<file path="src/rtl/fp_seq_ctrl.sv">
// Sequencer for a multi-cycle FPU beside the integer pipe: it issues the op,
// counts the execute latency, arbitrates the shared RF write port and
// raises hazard stalls.
module fp_seq_ctrl #(
  parameter int REG_WIDTH  = 4,
  parameter int FP_LATENCY = 4
) (
  input  logic                 clk,
  input  logic                 rst,
  input  logic                 fp_issue_i,
  input  logic [REG_WIDTH-1:0] fp_rd_i,
  input  logic                 flush_i,
  input  logic                 id_floating_i,
  input  logic                 id_regwrite_i,
  input  logic [REG_WIDTH-1:0] rsD_i,
  input  logic [REG_WIDTH-1:0] rtD_i,
  input  logic [REG_WIDTH-1:0] rdD_i,
  input  logic                 int_wb_i,
  output logic                 fpu_start_o,
  output logic                 stall_o,
  output logic                 fp_wb_en_o,
  output logic [REG_WIDTH-1:0] fp_wb_rd_o,
  output logic                 int_wb_hold_o,
  output logic                 busy_o,
  output logic                 err_o
);

  typedef enum logic [1:0] {IDLE, EXEC, WB} state_t;

  localparam int            CW       = 3;
  localparam logic [CW-1:0] CNT_INIT = CW'(FP_LATENCY - 1);

  state_t               state, state_nxt;
  logic [CW-1:0]        cnt;
  logic [1:0]           deny_cnt;
  logic [REG_WIDTH-1:0] pend_rd;
  logic                 err_q;
  logic                 accept, grant, raw, waw;

  assign accept = (state == IDLE) && fp_issue_i && !flush_i;
  // Integer writeback wins the port at most twice in a row, then the FP result is forced through.
  assign grant  = (state == WB) && !((deny_cnt < 2'd2) && int_wb_i);

  always_ff @(posedge clk or posedge rst) begin
    if (rst) state <= IDLE;
    else     state <= state_nxt;
  end

  always_ff @(posedge clk or posedge rst) begin
    if (rst) begin
      cnt      <= '0;
      deny_cnt <= '0;
      pend_rd  <= '0;
      err_q    <= 1'b0;
    end else begin
      if (accept) begin
        pend_rd <= fp_rd_i;
        cnt     <= CNT_INIT;
      end else if (state == EXEC && cnt != '0) begin
        cnt <= cnt - 1'b1;
      end
      if (state == WB) deny_cnt <= grant ? 2'd0 : deny_cnt + 2'd1;
      if (fp_issue_i && state != IDLE) err_q <= 1'b1;
    end
  end

  always_comb begin
    state_nxt = state;
    case (state)
      IDLE:    if (accept) state_nxt = EXEC;
      EXEC:    if (cnt == '0) state_nxt = WB;
      WB:      if (grant) state_nxt = IDLE;
      default: state_nxt = IDLE;
    endcase
  end

  always_comb begin
    raw           = (rsD_i == pend_rd) || (rtD_i == pend_rd);
    waw           = id_regwrite_i && (rdD_i == pend_rd);
    busy_o        = (state != IDLE);
    fpu_start_o   = (state == EXEC) && (cnt == CNT_INIT);
    fp_wb_en_o    = grant;
    fp_wb_rd_o    = grant ? pend_rd : '0;
    int_wb_hold_o = grant && int_wb_i;
    // RAW is covered by same-cycle RF forwarding once the FP result is being written.
    stall_o       = busy_o && (id_floating_i || (raw && !grant) || waw);
    err_o         = err_q;
  end

endmodule

</file>
<file path="config.mk">
export PLATFORM = sky130hd
export DESIGN_NAME = fp_seq_ctrl
export DESIGN_NICKNAME = d
export VERILOG_FILES = /design/src/rtl/fp_seq_ctrl.sv
export SDC_FILE = /design/constraint.sdc
export NUM_CORES = 1
export LEC_CHECK = 0
export ABC_AREA = 1
export CAP_MARGIN = 5
export CORE_MARGIN = 2
export CORE_UTILIZATION = 30
export CTS_CLUSTER_DIAMETER = 200
export CTS_CLUSTER_SIZE = 14
export DETAILED_ROUTE_END_ITERATION = 8
export REMOVE_ABC_BUFFERS = 1
export SYNTH_ARGS = -nofsm -noshare
export SYNTH_HDL_FRONTEND = slang
export SYNTH_SLANG_ARGS = --single-unit
</file>
<file path="constraint.sdc">
create_clock -name clk -period 1.77 [get_ports clk]
set_input_delay 0.2655 -clock clk [delete_from_list [all_inputs] [get_ports clk]]
set_output_delay 0.2655 -clock clk [all_outputs]
set_load 0.01 [all_outputs]
</file>
# Word level (Yosys, flattened, before mapping)
# Cells that the tools add are included.
# totals
mem_bits_ro	0
regBits	12
latch_bits	0
ramBits	0
output_inout_bits	10
mem_count	0
# classes
addsub	2
n_mux	8
reduce_logical	23
div_mod_pow	0
shifts	0
n_mul	0
eq_ne	9
order_cmp	1
bitwise	0
# ops
op	n
$eq A4 B4 Y1	3
$logic_and A1 B1 Y1	11
$mux W2	4
$mux W3	2
$pmux W2 S3	1
$mux W4	1
$ne A2 B2 Y1 const B	2
$reduce_bool A2 Y1	2
$eq A3 B2 Y1 const B	1
$logic_not A1 Y1	3
$logic_not A3 Y1	1
$logic_or A1 B1 Y1	3
$reduce_and A3 Y1	1
$reduce_bool A3 Y1	1
$sub A3 B1 Y3 const B	1
$add A2 B1 Y2 const B	1
$eq A2 B1 Y1 const B	1
$eq A2 B2 Y1 const B	1
$logic_not A2 Y1	1
$lt A2 B2 Y1 const B	1
$ne A2 B1 Y1 const B	1

# Longest topological paths before layout
# Gate-level depths: netlist of run 1.
# depth
depth_word	9
mapped_depth	8
mapped_depth_nobuf	8

# Worst setup path after synthesis of run 1
# Ideal clock, no wire load.
# synth_timing
kind	reg-to-output
start	register pend_rd[0]
end	output stall_o
slack_ns	0.501
path_buffers	0
stages_incl_launch_ff	7
arrival_ns	1.004
path_cell_list	dfrtp_1 > inv_1 > or2_0 > nand3_1 > nor2_1 > nor2_1 > a21oi_1
# synth_via
elab_chain_cells	6
elab_cells_between_ends	9
classes_between	3 x eq/ne; 6 x reduce/logical
# synth_rtl
element	line	rtl
from (decl)	36	logic [REG_WIDTH-1:0] pend_rd;
from (signal assigned)	57	pend_rd <= fp_rd_i;
$eq A4 B4 Y1	78	raw = (rsD_i == pend_rd) || (rtD_i == pend_rd);
$logic_or A1 B1 Y1	78	
$logic_and A1 B1 Y1	86	stall_o = busy_o && (id_floating_i || (raw && !grant) || waw);
$logic_or A1 B1 Y1	86	
$logic_or A1 B1 Y1 (*)	86	
$logic_and A1 B1 Y1 (*)	86	
to (decl)	20	output logic stall_o,
# Mark *: on every way between the ends. The rest lies on a longest branch, timed or not.

# Worst setup path in the final report of run 1
# layout_timing
start	input rtD_i[2]
end	output stall_o
# layout_via
elab_chain_cells	6
# layout_rtl
element	line	rtl
from (decl)	16	input logic [REG_WIDTH-1:0] rtD_i,
$eq A4 B4 Y1	78	
$logic_or A1 B1 Y1	78	
$logic_and A1 B1 Y1	86	
$logic_or A1 B1 Y1 (2 in a row)	86	
$logic_and A1 B1 Y1	86	
# Every way passes these cells.

==> results of run 1 <==
-- worst max-delay path by stage --
stage | start | endpoint | slack [ns] | depth (start not counted)
final | rtD_i[2] | stall_o | 0.07 | 10
after global routing | pend_rd[3] | stall_o | -0.05 | 9
after CTS | state[0] | fp_wb_en_o | 0.003 | 4
after detailed placement | rtD_i[2] | stall_o | -0.35 | 10
after global placement | rtD_i[1] | stall_o | -0.35 | 10
after floorplan | pend_rd[0] | stall_o | 0.50 | 6
-- synth_stat cells --
cell type / n / area share (%)
o21ai_0: 8 / 4.8
o22ai_1: 1 / 0.75
xor2_1: 1 / 1.1
nand3_1: 5 / 3.0
a21oi_1: 4 / 2.4
dfrtp_1: 12 / 36
nand2_1: 45 / 20
buf_6: 1 / 1.4
nand2_2: 3 / 2.3
inv_2: 5 / 2.3
nor3_4: 1 / 2.0
ha_1: 3 / 4.5
or2_0: 1 / 0.75
nor2_1: 12 / 5.4
inv_1: 24 / 11
o21bai_1: 1 / 0.90
o21ai_1: 2 / 1.2
-- layer usage --
| layer | vias to the layer above | part of all wire [%] | GRT usage, % |
|---|---|---|---|
| met5 | - | 0 | 0 |
| met4 | 0 | 1.5 | 6.12 |
| met3 | 4 | 5.8 | 3.46 |
| met2 | 19 | 48 | 21.6 |
| met1 | 382 | 44 | 15.4 |
| li1 | 476 | - | - |
-- final cells by class --
| class | instances | area [um^2] |
|---|---|---|
| Clock buffer | 3 | 22.5 |
| Tap cell | 31 | 38.8 |
| Multi-Input combinational cell | 87 | 424 |
| Fill cell | 286 | 1390 |
| Sequential cell | 12 | 300 |
| Inverter | 29 | 109 |
| Timing Repair Buffer | 43 | 404 |
-- cells by family after synthesis --
| kind of cell | after synthesis | share of synthesized area, % |
|---|---|---|
| fa+ha+maj | 3 | 4.52 |
| xor+xnor | 1 | 1.05 |
| simple gates | 67 | 33.7 |
| compound gates | 16 | 10.1 |
| buf+inv | 30 | 14.5 |
| flops | 12 | 36.1 |
-- worst register-to-register path, stage by stage (launching register included) --
cell	delay (ns)
dfrtp_1	0.39
inv_1	0.08
ha_1	0.20
nand2_1	0.08
nand3_1	0.16
a21oi_1	0.16
o21ai_0	0.09
-- where the power goes --
group | internal (mW) | switching [mW] | leakage (nW)
Combinational | 0.399 | 0.464 | 0.624
Clock | 0.0787 | 0.0857 | 0.0138
Sequential | 0.394 | 0.101 | 0.145
-- timing repair --
| item | in CTS | in global routing |
|---|---|---|
| buffers inserted | 0 | 1 |
| pin swaps | 1 | 5 |
| setup endpoints to repair | 8 | 2 |
| gates resized for setup | 13 | 10 |
-- sequential cells by signal, indices dropped and copies added (netlist names) --
name	count
err_o	1
pend_rd	4
deny_cnt	2
state	2
cnt	3
-- metrics by stage --
stage	TNS, ns	power, mW	utilization [%]	hold slack, ns	cells
after floorplan	0	0.986	-	0.130	128
final	0	1.52	48.3	0.299	205
after global placement	-0.898	1.34	46.7	0.462	201
after detailed placement	-0.945	1.36	46.7	0.465	201
after global routing	-0.0500	1.68	48.3	0.335	205
after CTS	0	1.51	47.3	0.321	204
==> impl_metrics.tcl, run 1 <==
set metrics [dict create \
    grt_pass1_wl_mm 3.31 \
    wl_per_cell_um 9.67 \
    cp.required_ns 1.50 \
    place.gp.congestion 0.791 \
    max_freq_mhz 590 \
    die-area_um2 3210 \
    status "complete, no violations" \
    dp_hpwl_mm 1.60 \
    setup_ws_ns 0.0746 \
    layout_common_cells "nand2_1, inv_1, clkdlybuf4s50_1" \
    reg2reg_slack_ns 0.49 \
    post-place-ws_ns -0.353 \
    arrival_ns 1.43 \
    vias_per_cell 4.30 \
    mostFrequentLayoutCell "nand2_1" \
    powerDensity_nw_per_um2 1170 \
    io-pin-count 33 \
    grt_pass1_vias 795 \
    clkTransAtPathRegs_ns 0.07 \
    skew_ns 0.00493 \
    drt-initial-drc-count 25 \
    cts_root_buffer "clkbuf_4" \
    place_area_um2 1250 \
    p_leak_nw 0.783 \
    r2r-end "cnt[1]" \
    crit_type "in2out" \
    grt.total_usage_pct 13.0 \
    design_area_um2 1300 \
    die_w_um 56.6 \
    ant_nets 0 \
    route.detailed.drc 0 \
    syn_inst 129 \
    slowest_delay_ns 0.48 \
    numCtsBuffers 3 \
    cap_viol_max_count 0 \
    cts_tree "yes" \
    antenna_found_initial 0 \
    crit_top_cell "nand2_1" \
    drive_above_1_share_pct 16.7 \
    ys_ff_latch 12 \
    insertion_delay_ns 0.27 \
    crit_buf_inv 3 \
    chipHeight_um 56.6 \
    vias 881 \
    worstMarginPinSlew_ns 0.461 \
    synth.yosys.warnings 0 \
    fin_crit_sh_pct 95.8 \
    cp-start-kind "input pin" \
    fin_crit_ns 1.70 \
    h-tree-depth 1 \
    path_max_fanout 2 \
    clockBufferDepth 2 \
    max_slew_margin_pct 69.3 \
    area_growth_syn_to_layout_pct 56.3 \
    rows 19 \
    crit_chain "clkdlybuf4s50_1 > inv_1 > nand2_1 > nand2_1 > nor2_1 > nand2_1 > nand2_1 > nand2_2 > a21oi_2 > buf_2" \
    cp_slowest_cell "clkdlybuf4s50_1" \
    slew_viol_final 0 \
    ys_seq_area_share_pct 36.1 \
    setup_viol 0 \
    clkSinkCount 12 \
    cp_top_family "buffers and inverters" \
    diodes 0 \
    endpoint_kind "primary output" \
    wl_mm 1.98 \
    netlist_area_um2 831 \
    hold_viol_final 0 \
    rsz0062_at_grt "yes" \
    dr.pass1.iters 4 \
    start_util_pct 30.9 \
    grt_start_max_net_pins 13 \
    portBuffers 32 \
    r2r-start "cnt[0]" \
    irDropWorstVdd_mv 0.712 \
    layout.nets 202 \
    syn_area_per_cell_um2 6.44 \
    ctsHoldBuffers 0 \
    core_um2 2690 \
    r2r_cells 6 \
    synth_cell_types 17 \
    holdCritPathClass "in2async" \
    grt_overflow 0 \
]
(Power assumes the default switching activity.)
==> inputs of run 2 (changes only) <==
Settings changed: SLEW_MARGIN from default to 10.
Clock period 1.77 ns to 1.8 ns, I/O delays scaled along.
==> run 2 against run 1 <==
Global-route usage about the same; die area unchanged; power down 2.6%; critical path depth unchanged; first-iteration DRC count is 12% lower; sequential power shrank 3%; cell count shrank 0.98%; cell area decreased by 1.1%; utilization is 0.51 points lower; register-to-register slack worse by 0.03 ns; highest routed layer is now met3.
==> impl_metrics.tcl, run 2 (synthesized netlist as in run 1, its figures left out) <==
set metrics [dict create \
    grt_start_max_net_pins 13 \
    die-area_um2 3210 \
    design_area_um2 1280 \
    filler_cell_count 285 \
    largest-register "pend_rd" \
    r2r-start "cnt[0]" \
    p_total_mw 1.48 \
    reg_top3 "pend_rd x4, cnt x3" \
    place.gp.congestion 0.794 \
    largest_register_ffs 4 \
    slew_viol_final 0 \
    route.met2.wl_um 948 \
    setup_viol 0 \
    portBuffers 32 \
    setup_ws_ns 0.0662 \
    m1WireLength_um 856 \
    fin_crit_sh_pct 96.3 \
    vias 865 \
    grt_pass1_wl_mm 3.31 \
    fin_crit_ns 1.73 \
    p_leak_nw 0.764 \
    drt-initial-drc-count 22 \
    grt_pass1_vias 776 \
    rsz0062_at_grt "yes" \
    grt_overflow 0 \
    r2r-end "cnt[1]" \
    h-tree-depth 1 \
    irDropWorstVdd_mv 0.704 \
    endpoint_kind "primary output" \
    utilization_pct 47.8 \
    diodes 0 \
    post-place-ws_ns -0.357 \
    route.detailed.drc 0 \
    seqCellArea_um2 300 \
    clkSinkCount 12 \
    path_max_fanout 2 \
    multi_input_area_um2 427 \
    die_w_um 56.6 \
    place_area_um2 1240 \
    layout_common_cells "nand2_1, inv_1, clkdlybuf4s50_1" \
    tns_ns 0 \
    cap_viol_max_count 0 \
    wl_per_cell_um 9.53 \
    clkTransAtPathRegs_ns 0.07 \
    max_slew_margin_pct 69.1 \
    worstMarginPinSlew_ns 0.463 \
    vias_per_cell 4.26 \
    ctsHoldBuffers 0 \
    layout.nets 200 \
    mostFrequentLayoutCell "nand2_1" \
    skew_ns 0.00169 \
    hold_viol_final 0 \
    top_layer "met3" \
    dp_hpwl_mm 1.56 \
    cp-start-kind "input pin" \
    ant_nets 0 \
    numCtsBuffers 3 \
    worst_hold_slack_ns 0.307 \
    chipHeight_um 56.6 \
    holdCritPathClass "in2async" \
    grt.total_usage_pct 13.0 \
    rows 19 \
    core_um2 2690 \
    r2r_cells 7 \
    cts_root_buffer "clkbuf_4" \
    crit_type "in2out" \
    powerDensity_nw_per_um2 1150 \
    insertion_delay_ns 0.27 \
    clockBufferDepth 2 \
    place_inst 199 \
    antenna_found_initial 0 \
    arrival_ns 1.46 \
    cts_tree "yes" \
    dr.pass1.iters 4 \
    reg2reg_slack_ns 0.46 \
    max_freq_mhz 577 \
    io-pin-count 33 \
    area_growth_syn_to_layout_pct 54.7 \
    dr_wl_met3_um 129 \
    start_util_pct 30.9 \
    wl_mm 1.93 \
    instances_no_fill 203 \
    drive_above_1_share_pct 16.3 \
    status "complete, no violations" \
    cp.required_ns 1.53 \
]
run 2: cell count changes in the layout (fill, tap and decap cells not counted):
cell / previous run / this run
clkdlybuf4s50_1: 18 / 20
dlygate4sd2_1: 7 / 6
nand2_1: 44 / 43
dlymetal6s2s_1: 6 / 5
nand2_2: 4 / 5
buf_4: 11 / 9
run 2: worst max path at each step:
stage | start | cells after the start | end | slack, ns
floorplan | pend_rd[0] | 6 | stall_o | 0.53
global placement | rtD_i[1] | 10 | stall_o | -0.35
detailed placement | rsD_i[1] | 10 | stall_o | -0.36
CTS | state[1] | 5 | fp_wb_en_o | 0.01
global route | rsD_i[3] | 10 | stall_o | -0.05
finish | rsD_i[3] | 10 | stall_o | 0.07
run 2: where the power goes:
group / switching [mW] / total (mW) / internal [mW]
Combinational: 0.460 / 0.842 / 0.382
Clock: 0.0849 / 0.162 / 0.0774
Sequential: 0.0907 / 0.478 / 0.387
Total: 0.636 / 1.48 / 0.846
run 2: what timing repair did:
action | CTS | global route
setup buffers | 1 | 0
resized for setup | 13 | 9
setup endpoints to repair | 8 | 3
pin swaps | 1 | 6
run 2: routing by layer:
layer	global-route usage, %	vias to the layer above
met3	3.92	0
li1	-	471
met4	5.10	0
met2	20.6	17
met1	16.4	377
met5	0	-
run 2: final cells by class:
class	instances	area share, %
multi-input combinational	87	33.2
tap	31	3.02
inverter	29	8.47
timing repair buffer	41	30.2
sequential	12	23.4
clock buffer	3	1.75
run 2: critical path: stages:
cell and delay (ns):
clkdlybuf4s50_1 0.48, inv_1 0.04, nand2_1 0.05, nand2_1 0.05
nor2_1 0.11, nand2_1 0.07, nand2_2 0.07, nand2_2 0.05
a21oi_2 0.13, buf_2 0.14
